--- src/rtl/vga_sprite_engine.sv ---
// Sprite position/coverage stage between vga_sync and vga_graphs: takes one move
// command per frame and applies it during vertical blanking so frames never tear.
module vga_sprite_engine #(
  parameter int H_ACTIVE = 640,
  parameter int V_ACTIVE = 480,
  parameter int SPRITE_W = 32,
  parameter int SPRITE_H = 32,
  parameter int STEP     = 2,
  parameter int X_INIT   = 304,
  parameter int Y_INIT   = 224
) (
  input  logic       clock_25,
  input  logic       reset,
  input  logic       display_on,
  input  logic [9:0] pixel_x,
  input  logic [9:0] pixel_y,
  input  logic       cmd_valid,
  input  logic [1:0] cmd_dir,
  output logic       cmd_ready,
  output logic       frame_tick,
  output logic [9:0] pos_x,
  output logic [9:0] pos_y,
  output logic       sprite_on,
  output logic [9:0] sprite_u,
  output logic [9:0] sprite_v
);

  typedef enum logic [1:0] {IDLE, PEND, UPDATE} state_t;

  localparam logic [10:0] L_STEP = 11'(STEP);
  localparam logic [9:0]  L_XMAX = 10'(H_ACTIVE - SPRITE_W);
  localparam logic [9:0]  L_YMAX = 10'(V_ACTIVE - SPRITE_H);

  state_t      r_state;
  state_t      w_stateNext;
  logic [1:0]  r_rstSync;
  logic [1:0]  r_cmdDir;
  logic        r_frameTick;
  logic [9:0]  r_posX;
  logic [9:0]  r_posY;
  logic        r_spriteOn;
  logic [9:0]  r_spriteU;
  logic [9:0]  r_spriteV;
  logic        w_accept;
  logic        w_apply;
  logic        w_tickDecode;
  logic [10:0] w_xExt;
  logic [10:0] w_yExt;
  logic [10:0] w_xSum;
  logic [10:0] w_ySum;
  logic [9:0]  w_xLeft;
  logic [9:0]  w_xRight;
  logic [9:0]  w_yUp;
  logic [9:0]  w_yDown;
  logic        w_inX;
  logic        w_inY;
  logic        w_hit;

  // Reset release is held off two clocks so the FSM never leaves IDLE on a metastable edge
  always_ff @(posedge clock_25 or negedge reset) begin
    if (!reset) r_rstSync <= 2'b00;
    else        r_rstSync <= {r_rstSync[0], 1'b1};
  end

  assign w_tickDecode = (pixel_y == 10'(V_ACTIVE)) && (pixel_x == 10'd0);

  always_ff @(posedge clock_25 or negedge reset) begin
    if (!reset) begin
      r_state     <= IDLE;
      r_cmdDir    <= 2'd0;
      r_frameTick <= 1'b0;
    end else begin
      r_state     <= w_stateNext;
      r_frameTick <= w_tickDecode;
      if (w_accept) r_cmdDir <= cmd_dir;
    end
  end

  always_comb begin
    w_stateNext = r_state;
    w_accept    = 1'b0;
    w_apply     = 1'b0;
    case (r_state)
      IDLE: begin
        if (cmd_valid && r_rstSync[1]) begin
          w_accept    = 1'b1;
          w_stateNext = PEND;
        end
      end
      PEND:    if (r_frameTick) w_stateNext = UPDATE;
      UPDATE: begin
        w_apply     = 1'b1;
        w_stateNext = IDLE;
      end
      default: w_stateNext = IDLE;
    endcase
  end

  // Saturating moves are evaluated one bit wider so the edges clamp instead of wrapping
  assign w_xExt   = {1'b0, r_posX};
  assign w_yExt   = {1'b0, r_posY};
  assign w_xSum   = w_xExt + L_STEP;
  assign w_ySum   = w_yExt + L_STEP;
  assign w_xLeft  = (w_xExt < L_STEP) ? 10'd0 : 10'(w_xExt - L_STEP);
  assign w_yUp    = (w_yExt < L_STEP) ? 10'd0 : 10'(w_yExt - L_STEP);
  assign w_xRight = (w_xSum > {1'b0, L_XMAX}) ? L_XMAX : w_xSum[9:0];
  assign w_yDown  = (w_ySum > {1'b0, L_YMAX}) ? L_YMAX : w_ySum[9:0];

  always_ff @(posedge clock_25 or negedge reset) begin
    if (!reset) begin
      r_posX <= 10'(X_INIT);
      r_posY <= 10'(Y_INIT);
    end else if (w_apply) begin
      case (r_cmdDir)
        2'd0:    r_posX <= w_xLeft;
        2'd1:    r_posX <= w_xRight;
        2'd2:    r_posY <= w_yUp;
        default: r_posY <= w_yDown;
      endcase
    end
  end

  assign w_inX = ({1'b0, pixel_x} >= w_xExt) && ({1'b0, pixel_x} < (w_xExt + 11'(SPRITE_W)));
  assign w_inY = ({1'b0, pixel_y} >= w_yExt) && ({1'b0, pixel_y} < (w_yExt + 11'(SPRITE_H)));
  assign w_hit = display_on && w_inX && w_inY;

  always_ff @(posedge clock_25 or negedge reset) begin
    if (!reset) begin
      r_spriteOn <= 1'b0;
      r_spriteU  <= 10'd0;
      r_spriteV  <= 10'd0;
    end else begin
      r_spriteOn <= w_hit;
      r_spriteU  <= w_hit ? (pixel_x - r_posX) : 10'd0;
      r_spriteV  <= w_hit ? (pixel_y - r_posY) : 10'd0;
    end
  end

  assign cmd_ready  = (r_state == IDLE);
  assign frame_tick = r_frameTick;
  assign pos_x      = r_posX;
  assign pos_y      = r_posY;
  assign sprite_on  = r_spriteOn;
  assign sprite_u   = r_spriteU;
  assign sprite_v   = r_spriteV;

endmodule

--- config.mk ---
export PLATFORM = sky130hd
export DESIGN_NAME = vga_sprite_engine
export DESIGN_NICKNAME = d
export VERILOG_FILES = /design/src/rtl/vga_sprite_engine.sv
export SDC_FILE = /design/constraint.sdc
export NUM_CORES = 1
export LEC_CHECK = 0
export ABC_CLOCK_PERIOD_IN_PS = 2700
export BUFFER_PORTS_ARGS = -buffer_cell sky130_fd_sc_hd__buf_4
export CORE_MARGIN = 2
export CORE_UTILIZATION = 44
export CTS_CLUSTER_DIAMETER = 30
export CTS_CLUSTER_SIZE = 14
export DETAILED_ROUTE_END_ITERATION = 6
export GPL_TIMING_DRIVEN = 0
export PLACE_DENSITY_LB_ADDON = 0.3
export SLEW_MARGIN = 40
export SYNTH_ARGS = -nofsm -noshare
export SYNTH_HDL_FRONTEND = slang
export SYNTH_SLANG_ARGS = --single-unit
--- constraint.sdc ---
create_clock -name clock_25 -period 2.7 [get_ports clock_25]
set_input_delay 0.135 -clock clock_25 [delete_from_list [all_inputs] [get_ports clock_25]]
set_output_delay 0.135 -clock clock_25 [all_outputs]
set_load 0.02 [all_outputs]
Yosys cells after proc, flatten, opt, wreduce, memory -nomap -nowiden
Index checks and enable logic that the tools add are counted.
{"block": "word_totals", "out_inout_bits": 43, "regBits": 48, "wordCells": 61, "input_bits": 26}
{"block": "classes", "bitwise": 1, "addsub": 8, "eq_ne": 7, "mux": 14, "n_reduce_logical": 14, "order_cmp": 8}
{"op": "2-to-1 mux 10 bit", "count": 6}
{"op": "case mux 10 bit (2 select lines)", "count": 2}
{"op": "adder 10 x 2 -> 11 bit (second input constant)", "count": 2}
{"op": "adder 10 x 6 -> 11 bit (second input constant)", "count": 2}
{"op": "less-than comparator 10 x 11 -> 1 bit", "count": 2}
{"op": "greater-or-equal comparator 10 bit", "count": 2}
{"op": "less-than comparator 10 x 2 -> 1 bit (second input constant)", "count": 2}
{"op": "subtractor 10 bit", "count": 2}
{"op": "subtractor 10 x 2 -> 10 bit (second input constant)", "count": 2}
{"op": "greater-than comparator 11 x 10 -> 1 bit (second input constant)", "count": 1}
{"op": "greater-than comparator 11 x 9 -> 1 bit (second input constant)", "count": 1}
{"op": "equality test 10 x 9 -> 1 bit (second input constant)", "count": 1}
{"op": "zero test 10 bit", "count": 1}
{"op": "logical AND 1 bit", "count": 6}
{"op": "AND reduction 2 bit", "count": 3}
{"op": "equality test 2 x 1 -> 1 bit (second input constant)", "count": 2}
{"op": "equality test 2 bit (second input constant)", "count": 2}
{"op": "zero test 2 bit", "count": 2}
{"op": "2-to-1 mux 2 bit", "count": 2}
{"op": "case mux 2 bit (2 select lines)", "count": 1}
{"op": "2-to-1 mux 1 bit", "count": 3}
{"op": "inequality test 2 x 1 -> 1 bit (second input constant)", "count": 1}
{"op": "inequality test 2 bit (second input constant)", "count": 1}
{"op": "nonzero test 2 bit", "count": 1}
{"op": "other kinds (2)", "count": 2}

Depth between registers and ports, before layout
Gate-level depths: netlist of run 1.
{"block": "depth", "depth_word": 6, "depth_mapped": 13, "ltp_nobuf": 10}

Worst setup path before layout of run 1
OpenSTA, ideal clock, no wires.
{"block": "synth_path", "kind": "reg-to-reg", "startpoint": "reg r_posY[5], in the netlist pos_y[5]", "endpoint": "reg r_spriteV[6], in the netlist sprite_v[6]", "required_ns": 2.629, "path_buffers": 2, "setup_time_ns": 0.071, "stages_incl_launch_ff": 11, "synth_period_minus_slack_ns": 2.652, "t_arrival_ns": 2.581, "slack_ns": 0.048, "path_cell_list": "dfstp_2 -> ha_1 -> nand3_1 -> xnor2_1 -> ha_1 -> or4_1 -> o21a_1 -> nand4bb_1 -> buf_2 -> buf_4 -> nor2_1"}
{"block": "synth_via", "elab_chain_len": 5, "elab_cells_between_ends": 7, "cone_classes": "add/sub: 2; order compare: 2; mux: 1; reduce/logical: 2"}
{"item": "from (decl)", "line_no": "40", "text": "logic [9:0] r_posY;"}
{"item": "from (signal assigned)", "line_no": "112", "text": "r_posY <= 10'(Y_INIT);"}
{"item": "from (signal assigned)", "line_no": "117", "text": "2'd2: r_posY <= w_yUp;"}
{"item": "from (signal assigned)", "line_no": "118", "text": "default: r_posY <= w_yDown;"}
{"item": "adder 10 x 6 -> 11 bit", "line_no": "124", "text": "assign w_inY = ({1'b0, pixel_y} >= w_yExt) && ({1'b0, pixel_y} < (w_yExt + 11'(SPRITE_H)));"}
{"item": "less-than comparator 10 x 11 -> 1 bit", "line_no": "124"}
{"item": "logical AND 1 bit", "line_no": "124"}
{"item": "logical AND 1 bit", "line_no": "125", "text": "assign w_hit = display_on && w_inX && w_inY;"}
{"item": "2-to-1 mux 10 bit *", "line_no": "135", "text": "r_spriteV <= w_hit ? (pixel_y - r_posY) : 10'd0;"}
{"item": "to (signal assigned)", "line_no": "135"}
{"item": "to (decl)", "line_no": "43", "text": "logic [9:0] r_spriteV;"}
Every way passes the cells marked *; elsewhere a longest branch is shown, timed or not.
A chain may end at the register's enable or synchronous reset.

Worst setup path after layout of run 1
{"block": "layout_path", "startpoint": "reg r_posY[6], in the netlist pos_y[6]", "endpoint": "reg r_spriteV[3], in the netlist sprite_v[3]"}
{"block": "layout_via", "elab_chain_len": 5, "elab_cells_between_ends": 6, "cone_classes": "add/sub: 1; order compare: 2; mux: 1; reduce/logical: 2"}
{"item": "adder 10 x 6 -> 11 bit", "line_no": "124"}
{"item": "less-than comparator 10 x 11 -> 1 bit", "line_no": "124"}
{"item": "logical AND 1 bit *", "line_no": "124"}
{"item": "logical AND 1 bit *", "line_no": "125"}
{"item": "2-to-1 mux 10 bit *", "line_no": "135"}
Marks and branches as above.

==> results of run 1 <==
==> power by group <==
group	internal (mW)	switching [mW]
Combinational	0.124	0.175
Sequential	0.701	0.0115
Clock	0.235	0.260
Total	1.06	0.446
==> what timing repair did <==
item,4_1_cts,5_1_grt
endpoints found under the hold margin,40,0
hold buffers,1,0
cloned,0,1
endpoints found under the setup margin,17,17
pin swaps,1,11
gates resized for setup,9,33
buffers inserted,5,9
==> cells in the final DEF (no fill, tap or decap), types with 3 or more instances in the layout <==
cell,synthesis,final
buf_4,4,83
dfrtp_1,40,39
nor2_1,40,34
ha_1,36,32
inv_1,31,28
nand2_1,27,27
a21oi_1,25,25
nor3_1,19,19
o21ai_0,20,19
xnor2_1,17,15
nand3_1,15,13
nor4_1,10,10
nand4_1,9,9
a31oi_1,9,9
clkbuf_8,1,8
xor2_1,8,8
and3_1,8,8
o21ai_1,6,7
o21a_1,6,6
clkbuf_1,7,6
a21o_1,6,6
dfstp_2,6,6
buf_6,2,5
o211ai_1,5,5
nor2_2,0,5
conb_1,2,5
or3_1,4,4
nor2b_1,4,4
nand2b_1,4,4
o22ai_1,4,4
buf_2,8,3
o221ai_1,3,3
or4_1,3,3
o32ai_1,3,3
o31a_1,3,3
a22oi_1,3,3
and4_1,3,3
ha_4,0,3
==> synthesized netlist by cell type, types with 4 or more instances <==
master and count:
ha_1 36, nor3_1 19, o22ai_1 4, o21ai_1 6, nand2b_1 4, o21ai_0 20, buf_2 8, nand2_1 27
inv_1 31, dfstp_2 6, xnor2_1 17, a211oi_1 4, nand3_1 15, a21o_1 6, nor2b_1 4, o211ai_1 5
a31oi_1 9, nor4_1 10, buf_4 4, xor2_1 8, and3_1 8, nor2_1 40, or3_1 4, dfrtp_1 40
clkbuf_1 7, o21a_1 6, a21oi_1 25, nand4_1 9
==> sequential cells by signal (all words and copies together), names as in the netlist <==
name,cells
sprite_v,10
r_state,2
pos_y,9
sprite_on,1
r_rstSync,2
sprite_u,10
r_cmdDir,2
frame_tick,1
pos_x,9
==> worst paths after layout <==
check	to	slack, ns	cells after the start
min in group asynchronous	sprite_u[3]$_DFF_PN0_	0.35	2
setup reg to reg	sprite_v[3]$_DFF_PN0_	0.02	10
max in group asynchronous	pos_x[2]$_DFFE_PN0P_	1.90	2
setup / recovery	sprite_v[3]$_DFF_PN0_	0.02	10
hold reg to reg	r_rstSync[1]$_DFF_PN0_	0.36	0
hold / removal	r_cmdDir[0]$_DFFE_PN0P_	0.03	3
==> layer usage <==
metal	routed length [um]	track usage [%]	vias up
met1	4910	29.5	1838
met4	137	5.77	0
met2	5350	37.5	165
li1	-	-	1850
met3	721	3.15	16
met5	0	0	-
==> area by class of cell <==
| type | count | area, um2 |
|---|---|---|
| multi-input cells | 354 | 2600 |
| inverters | 32 | 125 |
| fillers | 778 | 3700 |
| clock inverters | 1 | 8.76 |
| plain buffers | 23 | 174 |
| well taps | 108 | 135 |
| flip-flops and latches | 46 | 1160 |
| repair buffers | 82 | 639 |
| clock buffers | 7 | 96.3 |
==> worst max-delay path, stage by stage (launching register included) <==
cell       delay (ns)
dfstp_2          0.62
ha_4             0.18
nand3_4          0.09
xnor2_2          0.17
ha_2             0.19
or4_1            0.51
o21a_1           0.24
nand4bb_1        0.21
buf_6            0.17
clkbuf_16        0.15
nor2_1           0.09
==> cells by family (layout without fill, tap and decap cells) <==
kind of cell | Yosys count | in the layout
adder cells (fa/ha/maj) | 38 | 38
AND/OR/NAND/NOR | 161 | 161
multiplexers | 2 | 2
other | 2 | 5
XOR/XNOR | 25 | 25
buffers and inverters | 56 | 145
AO/OA/AOI/OAI | 123 | 123
flip-flops | 46 | 46
==> stage by stage <==
stage	setup TNS, ns	setup WS, ns	hold slack [ns]	cells
2_1_floorplan	0	0.0480	-0.161	456
3_3_place_gp	-1.84	-0.209	0.181	630
3_5_place_dp	-2.48	-0.265	0.188	630
4_1_cts	0	0.0176	0.0380	643
5_1_grt	-0.652	-0.0765	0.0318	653
6_report	0	0.0237	0.0343	653
==> Implementation_results.wiki, run 1 <==
{| class="wikitable"
! Metric !! Value
|-
| Outcome || complete, no violations
|-
| Library cells used by synthesis || 74
|-
| Setup violation total in the final timing report || 0
|-
| Pwr Total || 1.51 mW
|-
| Maximum number of pins on one net before global-route repair || 47
|-
| Initial antenna violation count || 0
|-
| Area fraction in compound gates after synthesis || 22.3%
|-
| Clock root buffer master || clkbuf_8
|-
| Fraction of layout instances using a drive strength above 1 || 27.0%
|-
| Cell area after layout || 4940 um2
|-
| Hold wc startpoint || cmd_dir[0]
|-
| Number of vias in the routed layout || 3869
|-
| Peak VDD IR || 0.161 mV
|-
| Area of the core || 8640 um2
|-
| DIE AREA || 9610 um2
|-
| Kind of end point of the critical path || flop
|-
| Post-synthesis cell type with the largest combined area || dfrtp_1
|-
| Maximum buffer depth of the clock tree || 2
|-
| First-pass GRT wire length || 17.5 mm
|-
| Max FO, Critical Path || 8
|-
| Time the final worst path needs with I/O delays and setup || 2.68 ns
|-
| Min-Delay Path Class || input port to flop
|-
| Syn Inst Count || 453
|-
| Proportion of netlist area held by the largest area contributor || 25.7%
|-
| Most frequently used flop master after synthesis || dfrtp_1
|-
| Synth Area in XOR/XNOR || 5.63%
|-
| Post-detailed-placement cell area || 4530 um2
|-
| Data required time at the worst endpoint || 2.96 ns
|-
| Fraction of the mapped netlist area in simple logic gates || 22.0%
|-
| FF-to-FF Start || pos_y[6]$_DFFE_PN1P_
|-
| Worst slew margin relative to its limit || 60.5%
|-
| Crit path launch || pos_y[6]$_DFFE_PN1P_
|-
| Adder-cell area share of the yosys netlist || 12.6%
|-
| GR Overflow Total || 0
|-
| Horiz. Die Dim || 98.1 um
|-
| Number of enable-type register cells in the synthesized netlist || 0
|-
| Setup repair after global routing missed its margin || true
|-
| Gr usage total || 22.0%
|-
| Syn Std Cell Area || 3890 um2
|-
| IO Port Bufs || 66
|-
| Total count of max-transition violations in the final report || 0
|-
| Largest family of logic cells by synthesized area || compound AO/OA/AOI/OAI gates
|-
| Final hold vios || 0
|-
| Count of yosys warnings during synthesis || 0
|-
| Routability congestion estimate from global placement || 0.964
|-
| Clock Latency Late Sink || 0.32 ns
|-
| Kind of launch point of the worst setup path || flop
|-
| DRC violations left || 0
|-
| Detailed-route wire length per cell || 17.0 um
|-
| Max frequency || 374 MHz
|-
| Power density normalized to cell area || 305 nW/um2
|-
| Post-Route Skew || 0.0136 ns
|-
| Via count of the first global-routing pass || 3661
|-
| Remaining antenna violation count || 0
|-
| Total Wirelength || 11.1 mm
|-
| CTS tree || done
|-
| Ranking of synthesized cells by area || dfrtp_1 (26%), ha_1 (12%), dfstp_2 (4.1%), nor2_1 (3.9%), xnor2_1 (3.8%)
|-
| Layout overhead on the synthesized area || 26.9%
|-
| Detailed router's first-iteration violation count || 251
|-
| Syn avg cell area || 8.59 um2
|-
| Post-layout util || 57.2%
|-
| First-pass DRT Iterations || 7
|-
| Fin crit share || 99.1%
|-
| Initial standard-cell utilization of the core || 45.1%
|-
| Clock sink count || 46
|-
| Leakage component of the power || 2.16 nW
|-
| Flop and latch count out of synthesis || 46
|-
| Clock transition at path regs || 0.10 ns
|-
| Clock buffer count from CTS || 5
|-
| Number of vias per cell || 5.92
|-
| Tightest Pin Transition || 0.592 ns
|-
| Fraction of synthesis flops using an asynchronous set or reset pin || 100%
|-
| Proportion of synthesized chip area in sequential cells || 29.8%
|-
| Deepest level of the CTS H-tree || 2
|-
| Die height || 98.1 um
|-
| Row count || 34
|-
| Number of placed I/O pins || 69
|-
| Dpl hpwl || 8.05 mm
|-
| Multiplexer share of the synthesized area || 0.579%
|-
| Antenna fix cells || 0
|-
| Arrival time at the worst endpoint || 2.93 ns
|-
| Net count, final || 608
|-
| Count of maximum capacitance violations || 0
|-
| Critical path start-end classification || flop to flop
|}
(Power assumes the default switching activity.)
==> run 2: changes to the inputs <==
GPL_TIMING_DRIVEN = default   (was 0)
==> Implementation_results.wiki, run 2 (synthesis gave the netlist of run 1 again) <==
{| class="wikitable"
! Metric !! Value
|-
| DRC violations left || 0 (unchanged)
|-
| Fraction of layout instances using a drive strength above 1 || 22.8% (-4.2 points)
|-
| Clock root buffer master || clkbuf_8
|-
| Worst setup path endpoint || sprite_u[9]$_DFF_PN0_
|-
| Time the final worst path needs with I/O delays and setup || 2.56 ns (-0.112 ns)
|-
| First-pass GRT wire length || 18.0 mm (+2.6%)
|-
| GR Overflow Total || 0 (unchanged)
|-
| First-pass DRT Iterations || 7 (unchanged)
|-
| Number of vias in the routed layout || 3831 (-0.98%)
|-
| Summed negative setup slack over all endpoints || 0 ns (unchanged)
|-
| Final hold vios || 0 (unchanged)
|-
| Gr usage total || 22.6% (+0.61 points)
|-
| Critical path start-end classification || flop to flop
|-
| Max frequency || 390 MHz (+4.4%)
|-
| Outcome || complete, no violations
|-
| Row count || 34 (unchanged)
|-
| Dpl hpwl || 8.41 mm (+4.5%)
|-
| R2R Path End || sprite_u[9]$_DFF_PN0_
|-
| Clock Latency Late Sink || 0.31 ns (about the same)
|-
| Setup violation total in the final timing report || 0 (unchanged)
|-
| Clock transition at path regs || 0.10 ns (about the same)
|-
| Most common cell after layout, fill and taps aside || buf_4
|-
| Detailed router's first-iteration violation count || 210 (-16%)
|-
| Power density normalized to cell area || 328 nW/um2 (+7.7%)
|-
| Total Wirelength || 10.9 mm (-2.1%)
|-
| Crit path launch || pos_y[5]$_DFFE_PN1P_
|-
| Max FO, Critical Path || 16 (+8)
|-
| Number of placed I/O pins || 69 (unchanged)
|-
| Remaining antenna violation count || 0 (unchanged)
|-
| Final cell count without fillers || 635 (-2.8%)
|-
| Initial standard-cell utilization of the core || 45.1% (unchanged)
|-
| Post-Route Skew || 0.00521 ns (-0.00843 ns)
|-
| Hold slack final || 0.0584 ns (+0.0241 ns)
|-
| IO Port Bufs || 66 (unchanged)
|-
| FF-to-FF Start || pos_y[5]$_DFFE_PN1P_
|-
| Horiz. Die Dim || 98.1 um (unchanged)
|-
| Initial antenna violation count || 0 (unchanged)
|-
| Antenna fix cells || 0 (unchanged)
|-
| Kind of end point of the critical path || flop
|-
| Dpl ws || 0.0746 ns (+0.340 ns)
|-
| Min-Delay Path Class || input port to flop
|-
| Placed Cells incl. Taps || 626 (-0.63%)
|-
| Area of the core || 8640 um2 (unchanged)
|-
| Maximum number of pins on one net before global-route repair || 47 (unchanged)
|-
| Tightest Pin Transition || 0.622 ns (+0.0291 ns)
|-
| Die height || 98.1 um (unchanged)
|-
| Commonest cells after routing, fill and taps aside || buf_4 (85), nor2_1 (40), dfrtp_1 (40), ha_1 (33), inv_1 (31)
|-
| Total count of max-transition violations in the final report || 0 (unchanged)
|-
| Setup repair bufs after CTS || 0 (-5)
|-
| Register-to-Register Path Depth || 9 (-1)
|-
| Data required time at the worst endpoint || 2.94 ns (-0.02 ns)
|-
| Arrival time at the worst endpoint || 2.80 ns (-0.13 ns)
|-
| CTS tree || done
|-
| Count of maximum capacitance violations || 0 (unchanged)
|-
| Setup slack, reg-to-reg || 0.14 ns (+0.11 ns)
|-
| Layout overhead on the synthesized area || 21.2%
|-
| Worst slew margin relative to its limit || 58.5% (-2.0 points)
|-
| Clock sink count || 46 (unchanged)
|-
| Deepest level of the CTS H-tree || 2 (unchanged)
|-
| Net count, final || 590 (-3.0%)
|-
| Detailed-route wire length per cell || 17.1 um (+0.63%)
|-
| Maximum buffer depth of the clock tree || 2 (unchanged)
|-
| Routability congestion estimate from global placement || 1.01 (+4.8%)
|-
| Fillers || 831 (+6.8%)
|-
| Kind of launch point of the worst setup path || flop
|-
| Leakage component of the power || 2.07 nW (-4.2%)
|-
| Post-layout worst setup margin || 0.135 ns (+0.112 ns)
|-
| Number of vias per cell || 6.03 (+1.8%)
|-
| DIE AREA || 9610 um2 (unchanged)
|-
| Fin crit share || 95.0% (-4.1 points)
|-
| Peak VDD IR || 0.209 mV (+30%)
|-
| Via count of the first global-routing pass || 3683 (+0.60%)
|-
| Clock buffer count from CTS || 5 (unchanged)
|}
[run 2: changes by cell type in the layout (fill, tap and decap cells not counted), moves of 3 or more]
cell	delta
buf_2	-3
inv_1	+3
nor2_2	-5
buf_6	-5
nor2_1	+6
clkbuf_8	-3
clkbuf_1	-6
[run 2: worst min path at each step]
stage / startpoint / endpoint / slack (ns) / cells past startpoint
floorplan: reset / frame_tick$_DFF_PN0_ / -0.16 / 0
global placement: reset / sprite_u[6]$_DFF_PN0_ / 0.18 / 1
detailed placement: reset / sprite_on$_DFF_PN0_ / 0.19 / 1
CTS: cmd_dir[1] / r_cmdDir[1]$_DFFE_PN0P_ / 0.06 / 2
global route: cmd_dir[1] / r_cmdDir[1]$_DFFE_PN0P_ / 0.06 / 2
finish: cmd_dir[0] / r_cmdDir[0]$_DFFE_PN0P_ / 0.06 / 3
[run 2: power by group]
part / switching [mW] / leakage (nW) / internal, mW
registers: 0.0130 / 0.606 / 0.701
clock network: 0.268 / 0.0591 / 0.283
logic: 0.168 / 1.41 / 0.116
total: 0.449 / 2.07 / 1.10
[run 2: what timing repair did]
action | 4_1_cts | 5_1_grt
gates resized for setup | 0 | 7
hold buffers | 1 | 0
hold endpoints to repair | 40 | 0
endpoints found under the setup margin | 0 | 21
[run 2: through the flow]
stage / power [mW] / util (%) / area (um2)
after floorplan: 0.897 / - / 3900
after global placement: 0.992 / 52.7 / 4550
after detailed placement: 1.00 / 52.7 / 4550
after CTS: 1.56 / 54.1 / 4670
after global routing: 1.62 / 54.6 / 4720
final: 1.55 / 54.6 / 4720
[run 2: critical path, cell delays in order (launching register included)]
cell and delay, ns:
dfstp_2 0.57, ha_2 0.19, nand3_1 0.11, xnor2_1 0.15, ha_2 0.19, or4_1 0.50, o21a_1 0.21, nand4bb_4 0.24
buf_12 0.17, nor3_1 0.17
[run 2: final cells by class]
class / instances / area (um2) / share of cell area, %
Clock buffer: 5 / 68.8 / 1.46
Tap cell: 108 / 135 / 2.86
Multi-Input combinational cell: 354 / 2520 / 53.4
Sequential cell: 46 / 1160 / 24.6
Clock inverter: 3 / 47.5 / 1.01
Inverter: 32 / 120 / 2.55
Timing Repair Buffer: 87 / 668 / 14.2
[run 2: routing by layer]
metal  wire, um  GRT usage [%]  vias up
li1           -              -     1807
met1       4540           29.4     1824
met2       5360           38.9      181
met3        767           3.36       19
met4        214           7.16        0
met5          0              0        -
